$ cat src/rtl/period_meter.sv
// period_meter: measures the period and high time of a slow asynchronous
// square wave in clk_i cycles. It also reports lock status and
// loss-of-signal for that input.
module period_meter #(
  parameter int CNT_W   = 16,
  parameter int TIMEOUT = 1000
) (
  input  logic             clk_i,
  input  logic             rst_i,
  input  logic             en_i,
  input  logic             sig_i,
  output logic [CNT_W-1:0] period_o,
  output logic [CNT_W-1:0] high_o,
  output logic             valid_o,
  output logic             locked_o,
  output logic             lost_o
);

  localparam logic [CNT_W-1:0] TIMEOUT_C = CNT_W'(TIMEOUT);
  localparam logic [CNT_W-1:0] ONE_C     = CNT_W'(1);

  typedef enum logic [1:0] {IDLE, ARM, MEAS} state_e;

  logic             sync0_q, sync1_q, sigDly_q;
  logic             rise, fall;
  state_e           state_q, state_d;
  logic [CNT_W-1:0] cnt_q, cnt_d, cntInc;
  logic [CNT_W-1:0] hCap_q, hCap_d;
  logic             hSeen_q, hSeen_d;
  logic [CNT_W-1:0] period_q, period_d;
  logic [CNT_W-1:0] high_q, high_d;
  logic             valid_q, valid_d;
  logic             locked_q, locked_d;
  logic             lost_q, lost_d;

  // Two-flop synchronizer plus one delay stage for edge detection
  always_ff @(posedge clk_i or posedge rst_i) begin
    if (rst_i) begin
      sync0_q  <= 1'b0;
      sync1_q  <= 1'b0;
      sigDly_q <= 1'b0;
    end else begin
      sync0_q  <= sig_i;
      sync1_q  <= sync0_q;
      sigDly_q <= sync1_q;
    end
  end

  assign rise   = sync1_q & ~sigDly_q;
  assign fall   = ~sync1_q & sigDly_q;
  assign cntInc = cnt_q + ONE_C;

  // State, counter and registered outputs
  always_ff @(posedge clk_i or posedge rst_i) begin
    if (rst_i) begin
      state_q  <= IDLE;
      cnt_q    <= '0;
      hCap_q   <= '0;
      hSeen_q  <= 1'b0;
      period_q <= '0;
      high_q   <= '0;
      valid_q  <= 1'b0;
      locked_q <= 1'b0;
      lost_q   <= 1'b0;
    end else begin
      state_q  <= state_d;
      cnt_q    <= cnt_d;
      hCap_q   <= hCap_d;
      hSeen_q  <= hSeen_d;
      period_q <= period_d;
      high_q   <= high_d;
      valid_q  <= valid_d;
      locked_q <= locked_d;
      lost_q   <= lost_d;
    end
  end

  // Next-state logic; disable overrides every event, and in MEAS a timeout
  // is checked before a lone fall so the counter can never pass TIMEOUT
  always_comb begin
    state_d  = state_q;
    cnt_d    = cnt_q;
    hCap_d   = hCap_q;
    hSeen_d  = hSeen_q;
    period_d = period_q;
    high_d   = high_q;
    valid_d  = 1'b0;
    locked_d = locked_q;
    lost_d   = lost_q;

    if (!en_i) begin
      state_d  = IDLE;
      cnt_d    = '0;
      locked_d = 1'b0;
      lost_d   = 1'b0;
    end else begin
      case (state_q)
        IDLE: begin
          cnt_d    = '0;
          locked_d = 1'b0;
          lost_d   = 1'b0;
          state_d  = ARM;
        end
        ARM: begin
          if (rise) begin
            cnt_d   = ONE_C;
            hSeen_d = 1'b0;
            lost_d  = 1'b0;
            state_d = MEAS;
          end else if (cnt_q < TIMEOUT_C) begin
            cnt_d = cntInc;
          end else begin
            lost_d = 1'b1;
          end
        end
        MEAS: begin
          if (rise) begin
            period_d = cnt_q;
            high_d   = hSeen_q ? hCap_q : cnt_q;
            valid_d  = 1'b1;
            locked_d = 1'b1;
            cnt_d    = ONE_C;
            hSeen_d  = 1'b0;
          end else if (cnt_q == TIMEOUT_C) begin
            lost_d   = 1'b1;
            locked_d = 1'b0;
            cnt_d    = '0;
            state_d  = ARM;
          end else if (fall) begin
            hCap_d  = cnt_q;
            hSeen_d = 1'b1;
            cnt_d   = cntInc;
          end else begin
            cnt_d = cntInc;
          end
        end
        default: begin
          state_d = IDLE;
          cnt_d   = '0;
        end
      endcase
    end
  end

  assign period_o = period_q;
  assign high_o   = high_q;
  assign valid_o  = valid_q;
  assign locked_o = locked_q;
  assign lost_o   = lost_q;

endmodule

$ cat config.mk
export PLATFORM = sky130hd
export DESIGN_NAME = period_meter
export DESIGN_NICKNAME = d
export VERILOG_FILES = /design/src/rtl/period_meter.sv
export SDC_FILE = /design/constraint.sdc
export NUM_CORES = 1
export LEC_CHECK = 0
export BUFFER_PORTS_ARGS = -buffer_cell sky130_fd_sc_hd__buf_2
export CAP_MARGIN = 20
export CORE_MARGIN = 3
export CORE_UTILIZATION = 39
export CTS_CLUSTER_DIAMETER = 40
export DETAILED_ROUTE_END_ITERATION = 7
export HOLD_SLACK_MARGIN = 0.1
export SLEW_MARGIN = 20
export SYNTH_ARGS = -nofsm -noshare
export SYNTH_HDL_FRONTEND = slang
export SYNTH_SLANG_ARGS = --single-unit
$ cat constraint.sdc
create_clock -name clk_i -period 2.6 [get_ports clk_i]
set_input_delay 0.13 -clock clk_i [delete_from_list [all_inputs] [get_ports clk_i]]
set_output_delay 0.13 -clock clk_i [all_outputs]
set_load 0.1 [all_outputs]
==> metrics.txt <==
status=complete, no violations; Synth Area in Compound Gates=8.77%; dpl cell area=0.00376 mm^2; Root Buffer=clkbuf_8; CTS tree=built; Hold Path Cell Cnt=3; first-pass GRT wire length=11400 um; clock skew=9.10 ps; Overflow after GRT=0; area of the multi-input gates=0.00150 mm^2; via count=2332; fin. max-slew vios=0; Worst EP required=2830 ps; via density per instance=5.11; Net Count, Synth=319; Rows=34; Setup TNS Final=0 ps; I/O Pins=39; post-synthesis mux area share=15.0%; XOR/XNOR Fraction of Synth Area=2.47%; CTS H-tree lvls=3; Total Routing Usage GR=14.1%; final instance area=0.00395 mm^2; Post-DP HPWL=4710 um; Pwr Total=2.52 mW; fill count=849; Async S/R FF share, synth=100%; ratio of final minimum period to clock period=83.5%; Post-Synth Adder-Cell Area=2.82%; CP Capture Type=flip-flop; mean post-synth cell area=11.6 um^2; Min Hold Slack=168 ps; WS Path Type=reg -> reg; post-cts sizing count=0; vias in the first global route=2248; placer congestion estimate=0.829; Final min period=2170 ps; YS warnings=0; Hold Crit Class=in -> reg; worst slew pin tran=967 ps; DRC viols=0; Netlist cell types=52; port bufs=38; CTS sink count=73; Final ANT Viol Nets=0; number of synthesized flops with an enable pin=0; f_max=461 MHz; core footprint=0.00876 mm^2; largest net degree at the start of global routing=49; layout cells sized above 1=26.4%; initial antenna violation count=0; maximum vdd ir drop=0.000209 V; Cell Area, Synth=0.00355 mm^2; post-synthesis sequential area ratio=51.4%; length of routed met2 wiring=2720 um; crit-path max FO=16; FF/Latch Area=0.00183 mm^2; Die Wd=101 um; most common cell after layout, fill and taps aside=dfrtp_1; ys flop type=dfrtp_1; Clk pin slew, worst setup/hold paths=80 ps; post-synthesis instance total=307; Synth Register Bits=73; Post-Synth Simple-Gate Area=13.0%; pwr dens=637 mW/mm^2; CTS max path bufs=2; element type at the critical path start=flip-flop; Rel. slew slack=35.5%; # setup viols final=0; Pre-antenna DRT Iters=4; final WL=6710 um; Met1 Routed Length=3490 um; initial DRC count=96; Static Leakage=1.84 nW; fin nets=355; die area=0.0103 mm^2; total CTS buffers=9; Final Hold Fails=0; length in cells of the worst reg-to-reg path=6; met3 WL=330 um; P&R area growth vs syn=11.3%; chip height=101 um; largest family of logic cells by synthesized area=multiplexers; initial core utilization=40.5%; Arr. time, crit path=2400 ps; wire per inst=14.7 um; RSZ-0062 raised after global routing=false; uppermost layer routed=met4; max-cap violations=0; Clock Latency Late Sink=340 ps; most frequent cells in the layout=73 x dfrtp_1, 38 x buf_2, 32 x o21ai_0, 31 x nand2_1, 19 x mux2i_1; Ant. Diodes=0; post-layout util=45.1%
[worst paths after layout]
path | startpoint | end | slack, ps
max | cnt_q[0]$_DFFE_PP0P_ | hCap_q[5]$_DFFE_PP0P_ | 430
min | en_i | lost_o$_DFFE_PP0P_ | 170
max reg2reg | cnt_q[0]$_DFFE_PP0P_ | hCap_q[5]$_DFFE_PP0P_ | 430
min reg2reg | sync0_q$_DFF_PP0_ | sync1_q$_DFF_PP0_ | 350
max in group asynchronous | rst_i | cnt_q[2]$_DFFE_PP0P_ | 1550
min in group asynchronous | rst_i | high_o[10]$_DFFE_PP0P_ | 400
[timing repair]
item | 4_1_cts | 5_1_grt
hold buffers | 2 | 0
buffers inserted | 0 | 0
hold endpoints to repair | 26 | 0
[routing by layer]
layer	up-vias	global-route usage, %
met5	-	0
met4	0	6.34
met3	14	3.51
met2	55	19.4
met1	1116	20.7
li1	1147	-
[area by class of cell]
class                   instances  share of cell area (%)
clock buffers                  14                    4.11
clock inverters                 2                   0.316
inverters                      12                    1.14
multi-input cells             202                    37.9
flip-flops and latches         73                    46.2
well taps                     108                    3.42
repair buffers                 45                    6.90
[synth_stat cells, drive strengths merged, types with 4 or more instances]
| cell | number | share of area [%] |
|---|---|---|
| mux2i | 19 | 5.4 |
| nor2 | 16 | 1.7 |
| o21ai | 33 | 4.6 |
| dfrtp | 73 | 51 |
| nand2 | 31 | 3.3 |
| ha | 8 | 2.8 |
| xor2 | 5 | 1.2 |
| nand3 | 9 | 1.3 |
| inv | 12 | 1.3 |
| clkbuf | 9 | 1.8 |
| xnor2 | 5 | 1.2 |
| nor3 | 4 | 0.56 |
| nand4 | 8 | 1.6 |
| mux2 | 27 | 9.6 |
| and2 | 4 | 0.74 |
| buf | 10 | 2.5 |
[sequential cells by signal, summed over array words and instances (netlist names)]
register / count
sync1_q: 1
cnt_q: 16
high_o: 16
sync0_q: 1
period_o: 16
hSeen_q: 1
sigDly_q: 1
locked_o: 1
lost_o: 1
valid_o: 1
state_q: 2
hCap_q: 16
[power breakdown]
| part | internal (mW) | leakage, nW | switching, mW |
|---|---|---|---|
| clock network | 0.399 | 0.0867 | 0.409 |
| logic | 0.174 | 0.740 | 0.286 |
| registers | 1.17 | 1.01 | 0.0794 |
[cell families (layout without fill, tap and decap cells)]
family,Yosys count,after routing
adders and majority gates,8,8
DFF,73,73
xor gates and xnor gates,10,10
and+or+nand+nor,87,87
AOI/OAI and AO/OA,51,51
muxes,46,46
buffers and inverters,32,73
[critical path, stage by stage, from the launching register on]
cell and delay (ps):
dfrtp_1 450, inv_1 100, ha_1 200, and4bb_2 230, nand4_2 130, nor2b_4 540
mux2_2 400
[stage by stage]
step                setup WS, ps  std cells
floorplan                    617        307
global placement             505        438
detailed placement           437        438
CTS                          420        456
global route                 296        456
finish                       429        456
Note: power is estimated with default switching activity, not from simulation.
